File: src/rtl/rot_sq_sched.sv
// Rotating-square scheduler: step/scan time bases, IDLE/RUN/PAUSED sequencing, 4-digit mux drive.
// Latency: all outputs registered; an/sseg show the scan index and pos of the previous cycle.
// Backpressure: none; pause freezes the step count while the display keeps scanning.
module rot_sq_sched #(
  parameter int STEP_DIV    = 50_000_000,
  parameter int REFRESH_DIV = 50_000
) (
  input  logic       clk,
  input  logic       reset,
  input  logic       en,
  input  logic       pause,
  input  logic       dir,
  output logic [2:0] pos,
  output logic       step_tick,
  output logic [6:0] sseg,
  output logic [3:0] an
);

  localparam int SW = $clog2(STEP_DIV);
  localparam int RW = $clog2(REFRESH_DIV);
  localparam logic [SW-1:0] STEP_LAST = SW'(STEP_DIV - 1);
  localparam logic [RW-1:0] SCAN_LAST = RW'(REFRESH_DIV - 1);

  localparam logic [6:0] SEG_UPPER = 7'b0011100;
  localparam logic [6:0] SEG_LOWER = 7'b0100011;
  localparam logic [6:0] SEG_BLANK = 7'b1111111;

  typedef enum logic [1:0] {
    IDLE   = 2'd0,
    RUN    = 2'd1,
    PAUSED = 2'd2
  } state_t;

  state_t          state_q, state_d;
  logic [SW-1:0]   step_cnt_q, step_cnt_d;
  logic [RW-1:0]   scan_cnt_q, scan_cnt_d;
  logic [1:0]      scan_idx_q, scan_idx_d;
  logic [2:0]      pos_q, pos_d;
  logic            step_tick_q, step_tick_d;
  logic [6:0]      sseg_q, sseg_d;
  logic [3:0]      an_q, an_d;
  logic [1:0]      lit_idx;

  // Next state, time-base counters, position stepping and registered display decode
  always_comb begin
    state_d     = IDLE;
    step_cnt_d  = step_cnt_q;
    scan_cnt_d  = scan_cnt_q;
    scan_idx_d  = scan_idx_q;
    pos_d       = pos_q;
    step_tick_d = 1'b0;
    an_d        = 4'b1111;
    sseg_d      = SEG_BLANK;
    // pos 0..3 light an[3..0] (upper), pos 4..7 light an[0..3] (lower)
    lit_idx     = pos_q[2] ? pos_q[1:0] : ~pos_q[1:0];

    if (en) begin
      state_d = pause ? PAUSED : RUN;
    end

    if (!en) begin
      // Leaving for IDLE discards every in-progress count
      step_cnt_d = '0;
      scan_cnt_d = '0;
      scan_idx_d = 2'd0;
      pos_d      = 3'd0;
    end else if (state_q != IDLE) begin
      // The enabling edge itself does not count, so the first tick lands STEP_DIV edges later.
      // Pause seen on the wrap cycle holds the counter at its last value; the wrap then
      // happens on the edge that resumes RUN.
      if (!pause) begin
        if (step_cnt_q == STEP_LAST) begin
          step_cnt_d  = '0;
          step_tick_d = 1'b1;
          pos_d       = dir ? pos_q - 3'd1 : pos_q + 3'd1;
        end else begin
          step_cnt_d = step_cnt_q + SW'(1);
        end
      end
      if (scan_cnt_q == SCAN_LAST) begin
        scan_cnt_d = '0;
        scan_idx_d = scan_idx_q + 2'd1;
      end else begin
        scan_cnt_d = scan_cnt_q + RW'(1);
      end
    end

    // Display follows last cycle's scan index and pos; blank while idle or dropping to idle
    if (en && state_q != IDLE) begin
      an_d = ~(4'b0001 << scan_idx_q);
      if (scan_idx_q == lit_idx) begin
        sseg_d = pos_q[2] ? SEG_LOWER : SEG_UPPER;
      end
    end
  end

  // State and output registers with asynchronous clear
  always_ff @(posedge clk or negedge reset) begin
    if (!reset) begin
      state_q     <= IDLE;
      step_cnt_q  <= '0;
      scan_cnt_q  <= '0;
      scan_idx_q  <= 2'd0;
      pos_q       <= 3'd0;
      step_tick_q <= 1'b0;
      sseg_q      <= SEG_BLANK;
      an_q        <= 4'b1111;
    end else begin
      state_q     <= state_d;
      step_cnt_q  <= step_cnt_d;
      scan_cnt_q  <= scan_cnt_d;
      scan_idx_q  <= scan_idx_d;
      pos_q       <= pos_d;
      step_tick_q <= step_tick_d;
      sseg_q      <= sseg_d;
      an_q        <= an_d;
    end
  end

  assign pos       = pos_q;
  assign step_tick = step_tick_q;
  assign sseg      = sseg_q;
  assign an        = an_q;

endmodule

File: config.mk
export PLATFORM = sky130hd
export DESIGN_NAME = rot_sq_sched
export DESIGN_NICKNAME = d
export VERILOG_FILES = /design/src/rtl/rot_sq_sched.sv
export SDC_FILE = /design/constraint.sdc
export NUM_CORES = 1
export LEC_CHECK = 0
export ABC_AREA = 1
export BUFFER_PORTS_ARGS = -buffer_cell sky130_fd_sc_hd__buf_2
export CAP_MARGIN = 0
export CORE_ASPECT_RATIO = 0.5
export CORE_MARGIN = 2
export CORE_UTILIZATION = 25
export DETAILED_ROUTE_END_ITERATION = 10
export GPL_TIMING_DRIVEN = 0
export MAX_ROUTING_LAYER = met4
export PLACE_DENSITY_LB_ADDON = 0.15
export SYNTH_ARGS = -nofsm -noshare
export SYNTH_HDL_FRONTEND = slang
export SYNTH_SLANG_ARGS = --single-unit
File: constraint.sdc
create_clock -name clk -period 3.88 [get_ports clk]
set_input_delay 0.582 -clock clk [delete_from_list [all_inputs] [get_ports clk]]
set_output_delay 0.582 -clock clk [all_outputs]
set_load 0.02 [all_outputs]
Word level (Yosys, flattened, before mapping)
Cells that the tools add are included.
{"block": "totals", "elab_cells": 54, "out_inout_bits": 15, "regBits": 61, "in_bits": 5}
{"block": "op_classes", "shift": 1, "reduce_logical": 5, "eq_ne": 7, "n_bitwise": 2, "add_sub_neg": 5, "mux": 26}
{"operator": "$mux 26", "count": 4}
{"operator": "$mux 16", "count": 3}
{"operator": "$add 26x1->26 const B", "count": 1}
{"operator": "$eq 26x26->1 const B", "count": 1}
{"operator": "$add 16x1->16 const B", "count": 1}
{"operator": "$eq 16x16->1 const B", "count": 1}
{"operator": "$mux 3", "count": 5}
{"operator": "$mux 7", "count": 2}
{"operator": "$mux 2", "count": 6}
{"operator": "$mux 6", "count": 1}
{"operator": "$ne 2x1->1 const B", "count": 3}
{"operator": "$mux 1", "count": 4}
{"operator": "$mux 4", "count": 1}
{"operator": "$not 4->4", "count": 1}
{"operator": "$reduce_and 2->1", "count": 2}
{"operator": "$shl 1x2->4 const A", "count": 1}
{"operator": "$add 3x1->3 const B", "count": 1}
{"operator": "$reduce_and 3->1", "count": 1}
{"operator": "$sub 3x1->3 const B", "count": 1}
{"operator": "$add 2x1->2 const B", "count": 1}
{"operator": "$eq 2x2->1", "count": 1}
{"operator": "$ne 2x2->1 const B", "count": 1}
{"operator": "$not 2->2", "count": 1}
{"operator": "$reduce_bool 2->1", "count": 1}
{"operator": "$logic_and 1x1->1", "count": 1}

Depth between registers and ports, before layout
{"block": "logic_depth", "depth_word": 6, "mapped_depth": 12, "depth_no_buf": 10}

Least setup slack after synthesis
OpenSTA, ideal clock, no wires.
{"block": "synth_path", "path_kind": "input-to-reg", "startpoint": "in en", "endpoint": "reg step_cnt_q[19]", "t_required_ps": 3767, "arrival_time_ps": 1425, "path_buffers": 2, "setup_time_ps": 113, "setup_slack_ps": 2342, "cell_stages": 10, "path_cell_list": "buf_6 -> nand2_1 -> nand2_4 -> buf_6 -> nor2_1 -> nand2_1 -> nand2_1 -> nand2_1 -> nand2_1 -> inv_1"}
{"block": "synth_between", "elab_chain_len": 2, "word_cells_on_any_way": 4, "classes_between": "eq/ne (2); mux (1); reduce/logical (1)"}
{"element": "start: declaration", "line_no": "10", "text": "input logic en,"}
{"element": "$ne 2x1->1 (no line) / $ne 2x2->1 (equally long branches)"}
{"element": "$reduce_and 2->1 (no line)"}
{"element": "end signal: assignment", "line_no": "110", "text": "step_cnt_q <= step_cnt_d;"}
{"element": "end: declaration", "line_no": "35", "text": "logic [SW-1:0] step_cnt_q, step_cnt_d;"}
Parallel ways exist; a longest one is shown, timed or not.
A chain may end at the register's enable or synchronous reset.

Final worst setup path
{"block": "layout_path", "startpoint": "reg scan_cnt_q[0]", "endpoint": "reg scan_cnt_q[10]"}
{"block": "layout_between", "elab_chain_len": 4, "word_cells_on_any_way": 5, "classes_between": "add/sub (1); eq/ne (1); mux (3)"}
{"element": "start: declaration", "line_no": "36", "text": "logic [RW-1:0] scan_cnt_q, scan_cnt_d;"}
{"element": "start signal: assignment", "line_no": "111", "text": "scan_cnt_q <= scan_cnt_d;"}
{"element": "$add 16x1->16 / $eq 16x16->1 (equally long branches)", "line_no": "84, 80"}
{"element": "$mux 16 (*)", "line_no": "80", "text": "if (scan_cnt_q == SCAN_LAST) begin"}
{"element": "$mux 16 (*)", "line_no": "67", "text": "end else if (state_q != IDLE) begin"}
{"element": "$mux 16 (*)", "line_no": "61", "text": "if (!en) begin"}
Mark *: on every way between the ends. The rest lies on a longest branch, timed or not. The select of a mux whose other input is x is not followed.

==> out/metrics.csv <==
stage;metric;value;unit
power;internal_power;1.21;mW
routing;num_vias;3068;
yosys;synth-seq-area-share;0.404;
clock_network;post_cts_resize_count;0;
placement;worst_setup_timing_slack_at_the_placement_stage;2.01;ns
routing;drt-total-wl;8.87;mm
routing;routedWlPerCell;12.3;um
sta;layout_worst_path_cycle_share;0.441;
clock_network;cts_htree_levels;3;
routing;initialDrtViolationCount;174;
sta;timing_worst_slew_pin_value;0.781;ns
sta;layout_min_cycle_time;1.71;ns
setup_path;required;4.09;ns
cells_and_area;final_non_filler_cell_total;723;
sta;finalClockSkew;0.00838;ns
yosys;synth_edf_count;0;
cells_and_area;layout.cells.most_common;sky130_fd_sc_hd__nand2_1;
clock_network;clk_pin_slew;0.06;ns
placement;postPlaceCellArea;0.00389;sq mm
sta;max-slew-margin-rel;0.479;
cells_and_area;fin_area;0.00419;sq mm
die;io_pins;20;
sta;achievable-frequency;585;MHz
placement;placed_cells;707;
setup_path;timing.reg2reg.setup_slack;2.17;ns
power;power.density;388;mW/mm^2
cells_and_area;nFillCells;1478;
yosys;synthesis.nets;508;
cells_and_area;drive_above_1_share;0.153;
sta;setup_viol;0;
routing;pre_antenna_drt_iters;5;
sta;rsz0062_at_grt;no;
setup_path;worst_setup_path_startpoint;scan_cnt_q[0]$_DFFE_PN0P_;
yosys;synthCells;496;
routing;number_of_vias_per_cell_after_detailed_routing;4.24;
global_routing;first_pass_grt_wire_length;15.1;mm
clock_network;postCtsSetupBuffers;0;
min_path;worstHoldPathType;in2async;
cells_and_area;mostFrequentLayoutCells;157 x sky130_fd_sc_hd__nand2_1, 70 x sky130_fd_sc_hd__nor2_1, 65 x sky130_fd_sc_hd__inv_1, 50 x sky130_fd_sc_hd__dfrtp_1, 32 x sky130_fd_sc_hd__nand3_1;
cells_and_area;syn2layout_area_growth;18.0;%
power;combPwrFrac;0.100;
yosys;yosys_most_used_dff;sky130_fd_sc_hd__dfrtp_1;
setup_path;worst-endpoint-arrival;1.92;ns
sta;setup-tns-final;0;ns
setup_path;cp-end-kind;flop;
die;die-area;0.0152;sq mm
setup_path;regToRegStartpoint;scan_cnt_q[0]$_DFFE_PN0P_;
clock_network;cts_tree;yes;
global_routing;antenna_found_initial;0;
yosys;yosysUniqueCellTypes;33;
status;run_status;finished clean;
setup_path;worst-r2r-cell-count;7;
die;core;0.0137;sq mm
global_routing;vias_in_the_first_global_route;3031;
sta;hold_viol;0;
global_routing;grt_total_usage;0.133;
power;peakVddDrop;0.225;mV
placement;numPortBuffers;19;
die;fp.dieW;173;um
yosys;syn_area_per_cell;7.16;sq um
setup_path;criticalPathCategory;reg2reg;
power;power.switching_fraction;0.255;
power;power.sequential.fraction;0.398;
setup_path;worstSetupStartpointType;flop;
placement;finalWeightedCongestion;0.795;
sta;timing.final.max_slew_violations;0;
global_routing;final_global_route_overflow_total;0;
clock_network;cts_inserted_buffers;9;
yosys;ys_ff_latch;57;
power;total_design_power;1.62;mW
routing;postRouteAntennaNets;0;
sta;final_critical_path_setup_slack;2.17;ns
yosys;synth_async_sr_flop_share;1.00;
routing;remaining_drc_errors;0;
die;initial_utilization;0.259;
power;netSwitchingPower;414;uW
yosys;synth-warning-count;0;
setup_path;timing.rr.end;scan_cnt_q[10]$_DFFE_PN0P_;
clock_network;ctsLongestPathBuffers;2;
clock_network;cts.root.buffer_cell;sky130_fd_sc_hd__clkbuf_16;
clock_network;cts_num_sinks;57;
yosys;syn_area;0.00355;sq mm
die;die_y;88.3;um
power;clock_power_share;0.502;
cells_and_area;finish.net_count;538;
setup_path;crit_fanout;5;
flow_run;max-cap-violations;0;
clock_network;clk-insertion-delay-late;0.34;ns
global_routing;grt_start_max_net_pins;58;
cells_and_area;antennaDiodeCount;0;
placement;detailedPlacementHpwl;6.37;mm
die;floorplan.rows;30;
power;power.static_leakage;1.95;nW
clock_network;ctsHoldBuffers;0;
[cell usage after synthesis (5+ instances only)]
| cell type | n | share of area |
|---|---|---|
| sky130_fd_sc_hd__buf_4 | 5 | 0.011 |
| sky130_fd_sc_hd__dfrtp_1 | 50 | 0.35 |
| sky130_fd_sc_hd__dfstp_2 | 7 | 0.052 |
| sky130_fd_sc_hd__ha_1 | 6 | 0.021 |
| sky130_fd_sc_hd__inv_1 | 65 | 0.069 |
| sky130_fd_sc_hd__nand2_1 | 157 | 0.17 |
| sky130_fd_sc_hd__nand2_2 | 6 | 0.011 |
| sky130_fd_sc_hd__nand3_1 | 32 | 0.045 |
| sky130_fd_sc_hd__nand4_1 | 15 | 0.026 |
| sky130_fd_sc_hd__nor2_1 | 70 | 0.074 |
| sky130_fd_sc_hd__nor2_2 | 11 | 0.019 |
| sky130_fd_sc_hd__nor2_4 | 6 | 0.019 |
| sky130_fd_sc_hd__nor3_1 | 11 | 0.015 |
| sky130_fd_sc_hd__o21ai_0 | 11 | 0.015 |
| sky130_fd_sc_hd__xor2_1 | 15 | 0.037 |
[state kept, by name, indices dropped and copies added (netlist names)]
signal,flops
pos,3
scan_cnt_q,16
step_cnt_q,26
sseg,3
an,4
scan_idx_q,2
state_q,2
step_tick,1
[critical path, stage by stage, from the launching register on]
cell and delay (ns):
sky130_fd_sc_hd__dfrtp_1 0.40, sky130_fd_sc_hd__ha_1 0.20, sky130_fd_sc_hd__nand2_1 0.14, sky130_fd_sc_hd__nor3_1 0.33, sky130_fd_sc_hd__nand2_1 0.15, sky130_fd_sc_hd__nor2_1 0.15, sky130_fd_sc_hd__xor2_1 0.16, sky130_fd_sc_hd__nor2_1 0.05
[worst max-delay path by stage]
stage | end | slack [ns] | cells past startpoint
global route | scan_cnt_q[10]$_DFFE_PN0P_ | 1.96 | 7
finish | scan_cnt_q[10]$_DFFE_PN0P_ | 2.17 | 7
CTS | scan_cnt_q[10]$_DFFE_PN0P_ | 2.17 | 7
floorplan | step_cnt_q[19]$_DFFE_PN0P_ | 2.34 | 10
detailed placement | step_cnt_q[19]$_DFFE_PN0P_ | 2.01 | 11
global placement | scan_cnt_q[10]$_DFFE_PN0P_ | 1.99 | 1
[logic make-up after synthesis]
family                     share of synthesized area
and+or+nand+nor                                0.393
AOI/OAI and AO/OA                             0.0285
adders and majority gates                     0.0268
buffers and inverters                          0.103
DFF                                            0.404
xor gates and xnor gates                      0.0444
[through the flow]
| step | hold slack [ns] | utilization |
|---|---|---|
| floorplan | 0.286 | - |
| global placement | 0.497 | 0.284 |
| detailed placement | 0.504 | 0.284 |
| CTS | 0.368 | 0.306 |
| global route | 0.395 | 0.306 |
| finish | 0.314 | 0.306 |
[layer usage]
| layer | up-vias | track usage | part of all wire |
|---|---|---|---|
| li1 | 1587 | - | - |
| met1 | 1429 | 0.163 | 0.51 |
| met2 | 40 | 0.213 | 0.44 |
| met3 | 12 | 0.0365 | 0.032 |
| met4 | 0 | 0.0521 | 0.014 |
| met5 | - | - | 0 |
[cell type report]
cell class | instances | area [sq um] | share of cell area
clock inverters | 3 | 40.0 | 0.00956
multi-input cells | 359 | 1750 | 0.418
inverters | 68 | 259 | 0.0618
repair buffers | 19 | 97.6 | 0.0233
well taps | 192 | 240 | 0.0573
flip-flops and latches | 57 | 1440 | 0.342
clock buffers | 13 | 260 | 0.0621
plain buffers | 12 | 106 | 0.0254
[power groups by stage]
stage	registers [mW]	logic (mW)	clock network [mW]
2_1_floorplan	0.658	0.107	0
5_1_grt	0.650	0.190	0.875
3_3_place_gp	0.655	0.165	0
4_1_cts	0.646	0.167	0.841
3_5_place_dp	0.656	0.167	0
6_report	0.646	0.163	0.815
Note: power is estimated with default switching activity, not from simulation.
